[config.mk]
export PLATFORM = sky130hd
export DESIGN_NAME = rx_deframer
export DESIGN_NICKNAME = d
export VERILOG_FILES = /design/src/rtl/rx_deframer.sv
export SDC_FILE = /design/constraint.sdc
export NUM_CORES = 1
export LEC_CHECK = 0
export BUFFER_PORTS_ARGS = -buffer_cell sky130_fd_sc_hd__buf_2
export CAP_MARGIN = 30
export CORE_ASPECT_RATIO = 0.9
export CORE_MARGIN = 10
export CORE_UTILIZATION = 55
export CTS_BUF_LIST = sky130_fd_sc_hd__clkbuf_8
export DETAILED_ROUTE_END_ITERATION = 10
export PLACE_DENSITY = 0.74
export SLEW_MARGIN = 25
export SYNTH_ARGS = -nofsm -noshare
export SYNTH_HDL_FRONTEND = slang
export SYNTH_SLANG_ARGS = --single-unit
[constraint.sdc]
create_clock -name clk -period 4.8 [get_ports clk]
set_clock_uncertainty 0.05 [all_clocks]
set_input_delay 0.96 -clock clk [delete_from_list [all_inputs] [get_ports clk]]
set_output_delay 0.96 -clock clk [all_outputs]
set_load 0.02 [all_outputs]
[src/rtl/rx_deframer.sv]
// Packet deframer: turns a symbol stream into length-prefixed payload bytes
// followed by an XOR checksum, with abort and boundary-detector handshake.
module rx_deframer #(
  parameter int LEN_WIDTH = 8,
  parameter int MAX_LEN   = 64
) (
  input  logic       clk,
  input  logic       rst,
  input  logic       clk_enable,
  input  logic       BPSK,
  input  logic       BD_flag,
  input  logic       BD_sgn,
  output logic [7:0] byte_data,
  output logic       byte_valid,
  output logic       pkt_start,
  output logic       pkt_end,
  output logic       chk_ok,
  output logic       len_err,
  output logic       pkt_abort,
  output logic       disassert_BD
);

  localparam logic [2:0] S_IDLE    = 3'd0;
  localparam logic [2:0] S_LEN     = 3'd1;
  localparam logic [2:0] S_PAYLOAD = 3'd2;
  localparam logic [2:0] S_CHK     = 3'd3;
  localparam logic [2:0] S_DONE    = 3'd4;

  // One counter serves both the length field and the 8-bit byte phases.
  localparam int CNT_W = (LEN_WIDTH > 8) ? $clog2(LEN_WIDTH) : 3;

  logic [2:0]           state_reg;
  logic [CNT_W-1:0]     bit_cnt_reg;
  logic [LEN_WIDTH-2:0] len_shift_reg;
  logic [6:0]           byte_shift_reg;
  logic [LEN_WIDTH-1:0] byte_cnt_reg;
  logic [7:0]           acc_reg;
  logic                 armed_reg;

  logic                 b;
  logic [LEN_WIDTH-1:0] len_full;
  logic [7:0]           byte_full;
  logic                 len_legal;
  logic                 last_len_bit;
  logic                 last_byte_bit;

  assign b             = BPSK ^ BD_sgn;
  assign len_full      = {len_shift_reg, b};
  assign byte_full     = {byte_shift_reg, b};
  assign len_legal     = (len_full != '0) && (32'(len_full) <= MAX_LEN);
  assign last_len_bit  = (bit_cnt_reg == CNT_W'(LEN_WIDTH - 1));
  assign last_byte_bit = (bit_cnt_reg == CNT_W'(7));

  always_ff @(posedge clk) begin
    if (rst) begin
      state_reg      <= S_IDLE;
      bit_cnt_reg    <= '0;
      len_shift_reg  <= '0;
      byte_shift_reg <= '0;
      byte_cnt_reg   <= '0;
      acc_reg        <= '0;
      armed_reg      <= 1'b1;
      byte_data      <= '0;
      byte_valid     <= 1'b0;
      pkt_start      <= 1'b0;
      pkt_end        <= 1'b0;
      chk_ok         <= 1'b0;
      len_err        <= 1'b0;
      pkt_abort      <= 1'b0;
      disassert_BD   <= 1'b0;
    end else begin
      byte_valid   <= 1'b0;
      pkt_start    <= 1'b0;
      pkt_end      <= 1'b0;
      len_err      <= 1'b0;
      pkt_abort    <= 1'b0;
      disassert_BD <= 1'b0;
      if (clk_enable) begin
        case (state_reg)
          S_IDLE: begin
            if (!BD_flag) begin
              armed_reg <= 1'b1;
            end else if (armed_reg) begin
              len_shift_reg <= (LEN_WIDTH - 1)'(b);
              bit_cnt_reg   <= CNT_W'(1);
              state_reg     <= S_LEN;
            end
          end
          S_LEN, S_PAYLOAD, S_CHK: begin
            if (!BD_flag) begin
              // Boundary lost: drop everything collected so far.
              pkt_abort      <= 1'b1;
              state_reg      <= S_IDLE;
              armed_reg      <= 1'b1;
              bit_cnt_reg    <= '0;
              len_shift_reg  <= '0;
              byte_shift_reg <= '0;
              byte_cnt_reg   <= '0;
            end else if (state_reg == S_LEN) begin
              len_shift_reg <= len_full[LEN_WIDTH-2:0];
              bit_cnt_reg   <= bit_cnt_reg + CNT_W'(1);
              if (last_len_bit) begin
                bit_cnt_reg <= '0;
                if (len_legal) begin
                  pkt_start    <= 1'b1;
                  chk_ok       <= 1'b0;
                  acc_reg      <= '0;
                  byte_cnt_reg <= len_full;
                  state_reg    <= S_PAYLOAD;
                end else begin
                  len_err   <= 1'b1;
                  state_reg <= S_DONE;
                end
              end
            end else begin
              byte_shift_reg <= byte_full[6:0];
              bit_cnt_reg    <= bit_cnt_reg + CNT_W'(1);
              if (last_byte_bit) begin
                bit_cnt_reg <= '0;
                if (state_reg == S_PAYLOAD) begin
                  byte_data  <= byte_full;
                  byte_valid <= 1'b1;
                  acc_reg    <= acc_reg ^ byte_full;
                  if (byte_cnt_reg != '0) begin
                    byte_cnt_reg <= byte_cnt_reg - LEN_WIDTH'(1);
                  end
                  if (byte_cnt_reg <= LEN_WIDTH'(1)) begin
                    state_reg <= S_CHK;
                  end
                end else begin
                  // Checksum byte is consumed here and never shown on byte_data.
                  chk_ok    <= (byte_full == acc_reg);
                  pkt_end   <= 1'b1;
                  state_reg <= S_DONE;
                end
              end
            end
          end
          S_DONE: begin
            disassert_BD <= 1'b1;
            armed_reg    <= 1'b0;
            state_reg    <= S_IDLE;
          end
          default: state_reg <= S_IDLE;
        endcase
      end
    end
  end

endmodule
# --- Word-level counts from Yosys, hierarchy flattened ---
# Cells that the tools add are included.
word_totals:
  reg_bits: 52
  latch_bits: 0
  ramBits: 0
  romBits: 0
  in_bits: 6
  wordCells: 112
  n_memories: 0
classes:
  n_addsub: 2
  n_mul: 0
  div_mod_pow: 0
  magnitude_cmp: 2
  n_eq_ne: 19
  shifts: 0
  muxes: 45
  bitwise: 7
  reduce_logical: 22
op_table:
  columns: ["op", "n"]
  rows:
  - ["$mux 8", 12]
  - ["$mux 7", 6]
  - ["$mux 3", 11]
  - ["$reduce_and 6->1", 4]
  - ["$reduce_bool 8->1", 2]
  - ["$pmux 7 s2", 1]
  - ["$mux 1", 12]
  - ["$ne 2x2->1 const B", 6]
  - ["$pmux 3 s2", 2]
  - ["$reduce_or 6->1", 2]
  - ["$reduce_and 5->1", 2]
  - ["$ne 3x3->1 const B", 3]
  - ["$eq 8x8->1", 1]
  - ["$le 8x1->1 const B", 1]
  - ["$le 8x7->1 const B", 1]
  - ["$sub 8x1->8 const B", 1]
  - ["$xor 8x8->8", 1]
  - ["$eq 3x2->1 const B", 2]
  - ["$eq 3x3->1 const B", 2]
  - ["$ne 3x1->1 const B", 2]
  - ["$reduce_and 3->1", 2]
  - ["$reduce_bool 2->1", 3]
  - ["$reduce_or 3->1", 2]
  - ["$ne 5x5->1 const B", 1]
  - ["11 further kinds", 15]

# --- Depth between registers and ports, before layout ---
logic_depth:
  word_depth: 8
  mapped_depth: 8

# --- Worst setup path after synthesis ---
# Ideal clock, no wire load.
synth_timing:
  path_kind: "in2reg"
  from: "input clk_enable"
  to: "register byte_cnt_reg[5]"
  setup_ns: 0.072
  t_arrival_ns: 2.465
  required_time_ns: 4.678
  slack_ns: 2.213
  stages: 7
  path_buffers: 2
  cell_sequence: "buf_2 nor2b_1 o21ai_0 a311oi_1 and2_1 buf_4 mux2i_1"
synth_between:
  elab_chain_cells: 1
synth_rtl:
  columns: ["item", "line", "rtl"]
  rows:
  - ["from (decl)", "9", "input logic clk_enable,"]
  - ["$reduce_and 6->1 (no source line)", null, null]
  - ["to (signal assigned)", "108", "byte_cnt_reg <= len_full;"]
  - ["to (signal assigned)", "125", "byte_cnt_reg <= byte_cnt_reg - LEN_WIDTH'(1);"]
  - ["to (decl)", "36", "logic [LEN_WIDTH-1:0] byte_cnt_reg;"]
# No other way between the ends.
# A chain may end at the register's enable or synchronous reset.

# --- Final worst setup path ---
layout_timing:
  from: "input BD_flag"
  to: "register acc_reg[1]"
layout_between:
  elab_chain_cells: 1
layout_rtl:
  columns: ["item", "line", "rtl"]
  rows:
  - ["from (decl)", "11", "input logic BD_flag,"]
  - ["$reduce_and 6->1 (no source line)", null, null]
  - ["to (signal assigned)", "123", "acc_reg <= acc_reg ^ byte_full;"]
  - ["to (decl)", "37", "logic [7:0] acc_reg;"]
# No other way between the ends.

==> impl_metrics.tcl <==
set metrics [dict create \
    status "completed" \
    combPwrFrac_pct 7.8 \
    fillCellCount 394 \
    n_antenna_cell 0 \
    ctsHtreeMaxLevel 2 \
    vias_per_cell 5.81 \
    clkPwrFrac_pct 44.5 \
    root_buffer "clkbuf_8" \
    drive_gt1_share_pct 11.5 \
    netlist-cell-type-count 48 \
    netlist_area_um2 2560 \
    holdPathEnd "byte_data[4]$_SDFFE_PP0P_" \
    switching_power_w 0.000202 \
    cts.clk_slew.worst_paths_ns 0.09 \
    endpoint_kind "register" \
    cts_buffer_depth 2 \
    vdd_drop_max_uv 204 \
    hold_buffers 0 \
    hold_path.class "register to register" \
    holdPathStages 2 \
    place_congestion 0.879 \
    synth_mux_area_share_pct 1.56 \
    wl_per_cell_um 15.1 \
    drv_slew 0 \
    worst_slew_pin_slew_ns 0.927 \
    p_leak_nw 1.02 \
    grt_pass1_vias 2049 \
    hold_ws_ns 0.404 \
    yosys.area_share.simple_pct 25.2 \
    cts_buffers 5 \
    avgSynthCellArea_um2 8.38 \
    intPower_w 0.000718 \
    hpwl_mm 3.97 \
    critPathKind "input pin to register" \
    reg2reg_to "byte_cnt_reg[7]$_SDFFE_PP0P_" \
    antenna_found_initial 0 \
    critPathLaunchType "input pin" \
    setup_tns_ns 0 \
    syn-instance-count 306 \
    synth_compound_area_share_pct 21.6 \
    finalCoreUtilization_pct 62.7 \
    yosysWarnings 0 \
    final_common_cell "dfxtp_1" \
    synth-main-ff-cell "dfxtp_1" \
    via_count 2185 \
    setup_viol 0 \
    dieArea_um2 7800 \
    p_total_w 0.000920 \
    yosysSeqAreaShare_pct 40.6 \
    synth_xor_area_share_pct 5.12 \
    hold_start "byte_data[4]$_SDFFE_PP0P_" \
    final_cell_mix "dfxtp_1, nand2_1, a21oi_1" \
    switching_share_pct 22.0 \
    rsz0062_at_grt "false" \
    critPathMaxFanout 22 \
    synth_fa_ha_area_share_pct 1.95 \
    die_width_um 92.0 \
    critPathArrivalTime_ns 3.04 \
    p_per_area_nw_per_um2 327 \
    rows 23 \
    synth_top_family_by_area "simple AND/OR/NAND/NOR gates" \
    synth_nets 316 \
    start_util_pct 57.1 \
    pwr-share-seq_pct 47.6 \
    portBuffers 20 \
    rr_startpoint "state_reg[0]$_SDFFE_PP0P_" \
    startpoint "BD_flag" \
    postCtsResizedCells 0 \
    drtIter0Drc 141 \
    grt_use_total_pct 14.9 \
    routed_wl_mm 5.66 \
    die_h_um 84.8 \
    grt_max_degree 56 \
    maxCapViolations 0 \
    synth_edf_count 0 \
    grt_overflow_total 0 \
    r2r_cells 4 \
    cts_num_sinks 52 \
    clkLatencyLatePin_ns 0.31 \
    areaGrowthSynthToFinish_pct 9.71 \
    drcViolationCount 0 \
    cts_setup_buffers 0 \
    max_slew_margin_pct 37.7 \
    cts_tree "yes" \
    ant_nets 0 \
    fin_crit_ns 2.86 \
    r2r_setup_slack_ns 2.08 \
    layout_worst_path_cycle_share_pct 59.5 \
    grt_pass1_wl_mm 9.75 \
    timing.fmax_ghz 0.350 \
    synth-seq-cells 52 \
    core-area_um2 4490 \
    nets 323 \
    worstPathRequired_ns 4.98 \
    hold_viol 0 \
    pin_count 21 \
    dr.pass1.iters 5 \
    synthArstFlopShare_pct 0 \
]
==> area by class of cell <==
cell class / instances / area [um2] / share of cell area, %
Clock buffer: 5 / 68.8 / 2.45
Sequential cell: 52 / 1040 / 37.0
Clock inverter: 3 / 90.1 / 3.20
Inverter: 4 / 15.0 / 0.534
Timing Repair Buffer: 20 / 100 / 3.56
Tap cell: 62 / 77.6 / 2.76
Multi-Input combinational cell: 230 / 1420 / 50.5
==> through the flow <==
stage / setup WS (ns) / instance area [um2] / cells
5_1_grt: 1.74 / 2810 / 376
3_3_place_gp: 1.66 / 2650 / 368
4_1_cts: 1.97 / 2810 / 376
6_report: 1.94 / 2810 / 376
2_1_floorplan: 2.21 / 2560 / 306
3_5_place_dp: 1.62 / 2650 / 368
==> routing by layer <==
metal	track usage (%)	vias to the layer above	routed length, um
met5	0	-	0
met4	6.44	0	27
met3	3.83	2	356
met2	21.0	52	2340
met1	20.7	1015	2940
li1	-	1116	-
==> worst max-delay path by stage <==
stage               slack (ns)  cells past startpoint                            to
finish                    1.94                      6       acc_reg[1]$_SDFFE_PP0P_
global route              1.74                      6       acc_reg[1]$_SDFFE_PP0P_
CTS                       1.97                      6       acc_reg[1]$_SDFFE_PP0P_
detailed placement        1.62                      6       acc_reg[1]$_SDFFE_PP0P_
global placement          1.66                      6       acc_reg[1]$_SDFFE_PP0P_
floorplan                 2.21                      7  byte_cnt_reg[5]$_SDFFE_PP0P_
==> cell usage after synthesis (2+ instances only) <==
| cell type | number | area (um2) |
|---|---|---|
| nand2_1 | 33 | 124 |
| a21oi_1 | 29 | 145 |
| nand2b_1 | 13 | 81.3 |
| nor4_1 | 4 | 25.0 |
| nor3_1 | 5 | 25.0 |
| a211oi_1 | 8 | 60.1 |
| o21ai_0 | 11 | 55.1 |
| inv_1 | 4 | 15.0 |
| nand4_1 | 4 | 25.0 |
| nor2b_1 | 6 | 37.5 |
| xor2_1 | 6 | 52.6 |
| a22oi_1 | 7 | 52.6 |
| nand3b_1 | 2 | 15.0 |
| nand3_1 | 13 | 65.1 |
| xnor2_1 | 9 | 78.8 |
| dfxtp_1 | 52 | 1040 |
| mux2i_1 | 4 | 40.0 |
| ha_1 | 4 | 50.1 |
| or4_1 | 3 | 22.5 |
| clkbuf_1 | 14 | 52.6 |
| buf_4 | 2 | 15.0 |
| buf_2 | 4 | 20.0 |
| nor2_1 | 28 | 105 |
| or3_1 | 2 | 12.5 |
| a311oi_1 | 7 | 61.3 |
| and2_1 | 2 | 12.5 |
| o22a_1 | 2 | 17.5 |
| o21ai_1 | 2 | 10.0 |
| or3b_2 | 2 | 17.5 |
| or2_2 | 3 | 18.8 |
| o31ai_1 | 4 | 30.0 |
==> power groups by stage <==
| stage | clock, W | combinational [W] | sequential (W) |
|---|---|---|---|
| after CTS | 0.000415 | 0.0000712 | 0.000438 |
| after global routing | 0.000431 | 0.0000810 | 0.000439 |
| final | 0.000410 | 0.0000719 | 0.000439 |
| after global placement | 0 | 0.0000704 | 0.000448 |
| after floorplan | 0 | 0.0000590 | 0.000447 |
| after detailed placement | 0 | 0.0000708 | 0.000449 |
==> worst max-delay path: stages <==
cell and delay (ns):
buf_2 0.17, nor2b_1 0.54, and4_1 0.75, nand2_1 0.19
o22a_1 0.22, a211oi_1 0.21
==> cell families (layout without fill, tap and decap cells) <==
logic type | Yosys count | in the layout
compound gates | 80 | 80
xor+xnor | 15 | 15
fa+ha+maj | 4 | 4
buf+inv | 24 | 32
flops | 52 | 52
mux | 4 | 4
simple gates | 127 | 127
(Power assumes the default switching activity.)
